`src/rtl/lsu_ctrl.sv`:
```
// Load/store controller: byte/half/word accesses to a 32-bit word memory with sign/zero extension.
// Optional macro LSU_MISALIGN_EN splits misaligned accesses; otherwise they complete with resp_err.
module lsu_ctrl #(
  parameter int DEPTH  = 128,
  parameter int ADDR_W = $clog2(DEPTH) + 2
) (
  input  logic              clk,
  input  logic              rst,
  input  logic              req_valid,
  output logic              req_ready,
  input  logic              req_we,
  input  logic [1:0]        req_size,
  input  logic              req_unsigned,
  input  logic [ADDR_W-1:0] req_addr,
  input  logic [31:0]       req_wdata,
  output logic              resp_valid,
  output logic [31:0]       resp_rdata,
  output logic              resp_err,
  output logic [ADDR_W-3:0] mem_rd_addr,
  input  logic [31:0]       mem_rd_data,
  output logic [ADDR_W-3:0] mem_wr_addr,
  output logic [31:0]       mem_wr_data,
  output logic              mem_we,
  output logic [2:0]        mem_wr_strb,
  output logic [2:0]        dbg_state
);

  localparam int WA = ADDR_W - 2;

`ifdef LSU_MISALIGN_EN
  localparam bit MIS_EN = 1'b1;
`else
  localparam bit MIS_EN = 1'b0;
`endif

  // Handshake: a request transfers on a rising edge where req_valid && req_ready;
  // req_ready is high only in IDLE, and resp_valid is a single-cycle pulse in RESP.
  typedef enum logic [2:0] {IDLE, RD0, RD1, WR, RESP} state_t;

  state_t          state_q, state_d;
  logic            we_q, uns_q, err_q, mis_q;
  logic [1:0]      size_q, off_q, k_q, last_k;
  logic [WA-1:0]   word_q, word_nxt;
  logic [31:0]     wdata_q, w0_q, w1_q, ld, ext;
  logic [63:0]     cat;
  logic [2:0]      pos;
  logic            req_mis, req_bad;

  assign req_mis = (req_size == 2'b01 && req_addr[1:0] == 2'b11) ||
                   (req_size == 2'b10 && req_addr[1:0] != 2'b00);
  assign req_bad = (req_size == 2'b11) || (req_mis && !MIS_EN);

  // Word N+1 wraps modulo DEPTH even when DEPTH is not a power of two.
  assign word_nxt = (word_q == WA'(DEPTH - 1)) ? '0 : word_q + 1'b1;
  assign last_k   = (size_q == 2'b01) ? 2'd1 : 2'd3;
  assign pos      = {1'b0, off_q} + {1'b0, k_q};

  always_comb begin
    state_d = state_q;
    case (state_q)
      IDLE: if (req_valid) state_d = req_bad ? RESP : (req_we ? WR : RD0);
      RD0:  state_d = mis_q ? RD1 : RESP;
      RD1:  state_d = RESP;
      WR:   state_d = (!mis_q || k_q == last_k) ? RESP : WR;
      RESP: state_d = IDLE;
      default: state_d = IDLE;
    endcase
  end

  always_ff @(posedge clk or negedge rst) begin
    if (!rst) begin
      state_q <= IDLE;
      we_q    <= 1'b0;
      uns_q   <= 1'b0;
      err_q   <= 1'b0;
      mis_q   <= 1'b0;
      size_q  <= 2'b00;
      off_q   <= 2'b00;
      k_q     <= 2'b00;
      word_q  <= '0;
      wdata_q <= '0;
      w0_q    <= '0;
      w1_q    <= '0;
    end else begin
      state_q <= state_d;
      case (state_q)
        IDLE: if (req_valid) begin
          we_q    <= req_we;
          uns_q   <= req_unsigned;
          err_q   <= req_bad;
          mis_q   <= req_mis;
          size_q  <= req_size;
          off_q   <= req_addr[1:0];
          word_q  <= req_addr[ADDR_W-1:2];
          wdata_q <= req_wdata;
          k_q     <= 2'b00;
          w0_q    <= '0;
          w1_q    <= '0;
        end
        RD0: w0_q <= mem_rd_data;
        RD1: w1_q <= mem_rd_data;
        WR:  k_q  <= k_q + 1'b1;
        default: ;
      endcase
    end
  end

  // Load alignment: the two captured words form a 64-bit window shifted by the byte offset.
  assign cat = {w1_q, w0_q};
  assign ld  = cat[{off_q, 3'b000} +: 32];

  always_comb begin
    case (size_q)
      2'b00:   ext = uns_q ? {24'b0, ld[7:0]}  : {{24{ld[7]}}, ld[7:0]};
      2'b01:   ext = uns_q ? {16'b0, ld[15:0]} : {{16{ld[15]}}, ld[15:0]};
      default: ext = ld;
    endcase
  end

  always_comb begin
    req_ready   = (state_q == IDLE);
    resp_valid  = (state_q == RESP);
    resp_err    = (state_q == RESP) && err_q;
    resp_rdata  = (state_q == RESP && !err_q && !we_q) ? ext : 32'b0;
    mem_rd_addr = '0;
    mem_wr_addr = '0;
    mem_wr_data = '0;
    mem_wr_strb = 3'b000;
    mem_we      = 1'b0;
    case (state_q)
      RD0: mem_rd_addr = word_q;
      RD1: mem_rd_addr = word_nxt;
      WR: begin
        mem_we = 1'b1;
        if (mis_q) begin
          // One byte per cycle; crossing byte lane 3 moves to the next word.
          mem_wr_addr = pos[2] ? word_nxt : word_q;
          mem_wr_strb = {1'b1, pos[1:0]};
          mem_wr_data = {24'b0, wdata_q[{k_q, 3'b000} +: 8]};
        end else begin
          mem_wr_addr = word_q;
          case (size_q)
            2'b00: begin
              mem_wr_strb = {1'b1, off_q};
              mem_wr_data = {24'b0, wdata_q[7:0]};
            end
            2'b01: begin
              mem_wr_strb = off_q[1] ? 3'b011 : 3'b001;
              mem_wr_data = {16'b0, wdata_q[15:0]};
            end
            default: begin
              mem_wr_strb = 3'b000;
              mem_wr_data = wdata_q;
            end
          endcase
        end
      end
      default: ;
    endcase
  end

  assign dbg_state = state_q;

endmodule

```
`config.mk`:
```
export PLATFORM = sky130hd
export DESIGN_NAME = lsu_ctrl
export DESIGN_NICKNAME = d
export VERILOG_FILES = /design/src/rtl/lsu_ctrl.sv
export SDC_FILE = /design/constraint.sdc
export NUM_CORES = 1
export LEC_CHECK = 0
export CELL_PAD_IN_SITES_DETAIL_PLACEMENT = 0
export CELL_PAD_IN_SITES_GLOBAL_PLACEMENT = 2
export CORE_MARGIN = 5
export CORE_UTILIZATION = 30
export CTS_CLUSTER_DIAMETER = 100
export CTS_CLUSTER_SIZE = 16
export DETAILED_ROUTE_END_ITERATION = 8
export PLACE_DENSITY = 0.87
export SLEW_MARGIN = 40
export SYNTH_ARGS = -nofsm -noshare
export SYNTH_HDL_FRONTEND = slang
export SYNTH_SLANG_ARGS = --single-unit
```
`constraint.sdc`:
```
create_clock -name clk -period 3.4 [get_ports clk]
set_clock_uncertainty 0.1 [all_clocks]
set_input_delay 1.02 -clock clk [delete_from_list [all_inputs] [get_ports clk]]
set_output_delay 1.02 -clock clk [all_outputs]
set_load 0.1 [all_outputs]
```
After elaboration in Yosys (flattened, before gate mapping) --
Cells that the tools add are included. Widths: inputs -> output; s select.
Word-level totals: flip-flop bits (word level) 116, word-level logic and storage cells 79
Cells by class: add/sub/neg operators 3, equality and inequality tests 12, shift-type cells 2, muxes and demuxes 29, reductions and logical operators 21
Operators by type and width (number):
- $pmux 32 s2 | 4
- $mux 32 | 6
- $shiftx 64x6->32 | 1
- $shiftx 32x6->8 | 1
- $mux 7 | 4
- $mux 3 | 6
- $pmux 7 s2 | 1
- $pmux 3 s4 | 1
- $mux 2 | 4
- $reduce_and 2->1 | 4
- $reduce_bool 2->1 | 4
- $add 7x1->7 const B | 1
- $eq 7x7->1 const B | 1
- $eq 2x2->1 const B | 3
- $eq 3x2->1 const B | 2
- $pmux 3 s2 | 1
- $logic_and 1x1->1 | 5
- $eq 2x1->1 const B | 2
- $pmux 2 s2 | 1
- $add 2x2->3 | 1
- $eq 3x1->1 const B | 1
- $eq 3x3->1 const B | 1
- $logic_not 1->1 | 3
- $logic_not 3->1 | 1
- 6 further kinds | 8

Logic depth before layout (Yosys ltp) --
depth after elaboration 7, gate-level depth with buffers 8

Worst setup path before layout --
No wires, ideal clock.
path kind register to output, from register state_q[1], in the netlist dbg_state[1], to output port mem_rd_addr[3], arrival time 4.118 ns, path slack -1.838 ns, stages on the path, launching flop included 5, required time 2.280 ns, path buffers 2, path through dfrtp_1 -> buf_4 -> or3b_2 -> buf_2 -> o31ai_1
Between the ends: cells in the longest elaborated chain, start to end 2, elaborated cells between the ends (all ways) 3
RTL lines:
- from (decl) | RTL line 40 | state_t state_q, state_d;
- from (signal assigned) | RTL line 85 | state_q <= state_d;
- $eq 3x2->1 / $eq 3x1->1 (equally long branches) | RTL line 130 | case (state_q)
- $pmux 7 s2 * | RTL line 130
- to (decl) | RTL line 19 | output logic [ADDR_W-3:0] mem_rd_addr,
Mark *: on every way between the ends. The rest lies on a longest branch, timed or not.

Worst setup path after layout --
from register off_q[0], to output port resp_rdata[26]
Between the ends: cells in the longest elaborated chain, start to end 4, elaborated cells between the ends (all ways) 5
RTL lines:
- from (decl) | RTL line 42 | logic [1:0] size_q, off_q, k_q, last_k;
- from (signal assigned) | RTL line 93 | off_q <= req_addr[1:0];
- $shiftx 64x6->32 * | RTL line 110 | assign ld = cat[{off_q, 3'b000} +: 32];
- $mux 32 (on tied branches) | RTL line 115, 114
- $pmux 32 s2 * | RTL line 113 | case (size_q)
- $mux 32 * | RTL line 124 | resp_rdata = (state_q == RESP && !err_q && !we_q) ? ext : 32'b0;
- to (decl) | RTL line 17 | output logic [31:0] resp_rdata,
Marked as above.

==> impl_metrics.toml <==
[worst_setup_path]
reg2reg_setup_slack_ns = 1.34
timing.critical_path.from = "off_q[0]$_DFFE_PN0P_"
timing.critical_path.cells = "buf_8 -> mux2i_2 -> a211o_1 -> a211o_4 -> buf_12 -> o21ai_4 -> buf_12"
r2r.worst_path.cells = 5
cp_num_cells = 7
critical-path-top-cell-by-count = "buf_12"
timing.critical_path.max_delay_family = "compound AO/OA/AOI/OAI gates"
worst-endpoint-arrival_ns = 2.31
worst-setup-path-type = "reg2out"
crit_path_start_kind = "register"
worst_path_max_delay_cell = "dfrtp_2"
timing.critical_path.to = "resp_rdata[26]"
crit-reg2reg-capture = "w1_q[23]$_DFFE_PN0P_"
kind_of_end_point_of_the_critical_path = "output pin"
worst-path-buf-inv = 3
timing.critical_path.slowest_cell_delay_ns = 0.47
timing.critical_path.required_ns = 2.28
critical_path.max_fanout = 5
regToRegStartpoint = "dbg_state[0]$_DFFE_PN0P_"

[synthesis]
syn_inst = 598
netlist_top_cells_area = "dfrtp_1, mux4_2, mux2_2"
synth-simple-area-share_pct = 15.7
synth-async-reset-ratio_pct = 100
yosys_warnings = 0
synth_seq_cells = 108
synth_area_mm2 = 0.00620
edff_count_synth = 0
muxShareOfSynthArea_pct = 20.9
yosysSeqAreaShare_pct = 43.6
mappedNetlistNets = 681
synthFlopType = "dfrtp_1"
synth_compound_gate_area_share_pct = 13.5
synth_xor_xnor_area_share_pct = 0.424
ys_types = 51
synthDominantAreaCellType = "dfrtp_1"
yosys.area.top_type_share_pct = 43.6
synth_top_family_by_area = "multiplexers"
syn_area_per_cell_um2 = 10.4
synth-adder-area-share_pct = 0.726

[cells_and_area]
layout.cells.most_common_list = "dfrtp_1, buf_12, nand2_1"
final_area_mm2 = 0.0101
insertedDiodeCount = 0
fraction_of_layout_instances_using_a_drive_strength_above_1_pct = 42.1
commonest_non_fill_non_tap_cell_in_the_layout = "dfrtp_1"
area_growth_syn_to_layout_pct = 62.6
nNetsFinal = 846

[place]
half_perimeter_wire_length_of_the_detailed_placement_result_um = 15000
globalplace.congestion = 0.823
buffers_added_on_ports = 167
detailed_place.area_mm2 = 0.00952
pre_cts_setup_slack_ns = 0.184

[timing]
max_freq_mhz = 291
timing.final.setup_violations = 15
final_period_minus_worst_setup_slack_ns = 3.43
tightest_slew_ns = 0.722
finalWorstSetupSlack_ns = -0.0325
timing.max_slew.rel_slack_pct = 51.8
finalHoldViolCount = 0
rsz0062_at_grt = "yes"
final_max_slew_viol_count = 0
timing.hold.ws_ns = 0.404
final.period_utilization_pct = 101

[grt]
global_route.overflow_total = 0
gr-usage-all-layers_pct = 17.6
first_global_vias = 5924
grt_first_pass_wirelength_um = 33500
grt_max_degree = 55
antenna_found_initial = 0

[floorplanning]
chip_height_um = 154
fp.coreArea_mm2 = 0.0203
dieArea_mm2 = 0.0237
initial_utilization_pct = 30.6
design.portCount = 168
rows = 52
floorplan_die_width_um = 154

[power]
sw_frac_of_total_pct = 44.4
ir_worst_vdd_mv = 0.326
internal_dissipation_w = 0.00398
pwr_density_cell_mw_per_mm2 = 710
power_frac_clock_pct = 15.6
leakagePower_nw = 4.13
share_seq_of_total_power_pct = 34.0
comb_power_share_pct = 50.4
net-switching-power_w = 0.00318

[drt]
first_iter_violations = 301
route.antenna.remaining_nets = 0
routed_wire_length_per_instance_um = 20.0
drt_first_pass_iters = 5
route.detailed.drc = 0
totalWireLength_um = 20800
via_per_inst = 5.18
vias = 5378

[clocking]
cts-root-buf = "clkbuf_16"
clk_latency_ns = 0.35
tritoncts_clock_tree = "built"
total_clock_sinks = 108
htreeDepth = 3
cts_made_buffers = 9
cts.clk_slew.worst_paths_ns = 0.08
cts.path.max_buffers = 2

[hold_path]
hold_class = "reg2reg"

[flow_run]
maxCapViolations = 0

[status]
violations = "negative setup slack"
status = "finished with violations"
## power groups by stage
stage | registers, W | clock network [W] | logic [W]
2_1_floorplan | 0.00221 | 0 | 0.00264
3_3_place_gp | 0.00237 | 0 | 0.00343
3_5_place_dp | 0.00242 | 0 | 0.00349
4_1_cts | 0.00242 | 0.00115 | 0.00358
5_1_grt | 0.00252 | 0.00121 | 0.00385
6_report | 0.00243 | 0.00112 | 0.00361
## final cells by class
| cell class | count | area (µm²) |
|---|---|---|
| fill | 1826 | 10200 |
| multi-input combinational | 422 | 3800 |
| timing repair buffer | 202 | 2840 |
| sequential | 108 | 2710 |
| tap | 270 | 338 |
| clock buffer | 9 | 225 |
| clock inverter | 7 | 92.6 |
| inverter | 20 | 78.8 |
## worst min path at each step
| stage | endpoint | start | slack, ns | depth (start not counted) |
|---|---|---|---|---|
| floorplan | w0_q[0]$_DFFE_PN0P_ | w0_q[0]$_DFFE_PN0P_ | 0.36 | 1 |
| global placement | w0_q[3]$_DFFE_PN0P_ | w0_q[3]$_DFFE_PN0P_ | 0.38 | 1 |
| global route | w0_q[1]$_DFFE_PN0P_ | w0_q[1]$_DFFE_PN0P_ | 0.42 | 1 |
| detailed placement | w1_q[21]$_DFFE_PN0P_ | w1_q[21]$_DFFE_PN0P_ | 0.38 | 2 |
| CTS | w1_q[21]$_DFFE_PN0P_ | w1_q[21]$_DFFE_PN0P_ | 0.40 | 2 |
| finish | w0_q[4]$_DFFE_PN0P_ | w0_q[4]$_DFFE_PN0P_ | 0.40 | 1 |
## stage by stage
step                      total power (W)  instances  TNS, ns  utilization (%)
after floorplan                   0.00485        598    -1.96                -
after global placement            0.00580       1011        0             46.9
after detailed placement          0.00591       1011        0             46.9
after CTS                         0.00715       1034   -0.328             49.3
after global routing              0.00758       1038    -1.76             49.7
final                             0.00716       1038   -0.243             49.7
## cell usage after synthesis, types with 3 or more instances
master,n
dfrtp_1,108
nand2_1,89
mux2_2,47
o21ai_0,36
a22o_1,33
nand3_1,30
and2_1,27
mux4_2,27
a21oi_1,26
nor2_1,24
clkbuf_1,19
inv_1,19
buf_2,18
mux2i_1,13
and3_1,11
o21ai_2,10
buf_4,4
nand2b_1,4
nor3_1,4
buf_6,3
clkbuf_2,3
nand4_1,3
o21a_1,3
xor2_1,3
## registers in the layout (all words and copies together), names as in the netlist
name and cells:
dbg_state 3, err_q 1, k_q 2, mis_q 1, off_q 2, size_q 2, uns_q 1, w0_q 32
w1_q 24, wdata_q 32, we_q 1, word_q 7
## routing by layer
layer / up-vias / global-route usage [%] / share of wire (%) / routed length [µm]
met2: 207 / 29.3 / 49 / 10100
li1: 2475 / - / - / -
met5: - / 0 / 0 / 0
met3: 20 / 5.17 / 7.7 / 1590
met1: 2676 / 23.1 / 42 / 8820
met4: 0 / 3.03 / 1.0 / 212
## logic make-up after synthesis
| logic type | count (synthesis) |
|---|---|
| buffers and inverters | 69 |
| adders and majority gates | 3 |
| AOI/OAI and AO/OA | 124 |
| and+or+nand+nor | 203 |
| xor gates and xnor gates | 3 |
| muxes | 88 |
| DFF | 108 |
## timing repair
action	in CTS	in global routing
gates cloned	1	0
hold buffers	0	0
endpoints found under the setup margin	29	28
gates resized for setup	19	16
buffers inserted	6	4
pin swaps	7	6
(Power assumes the default switching activity.)
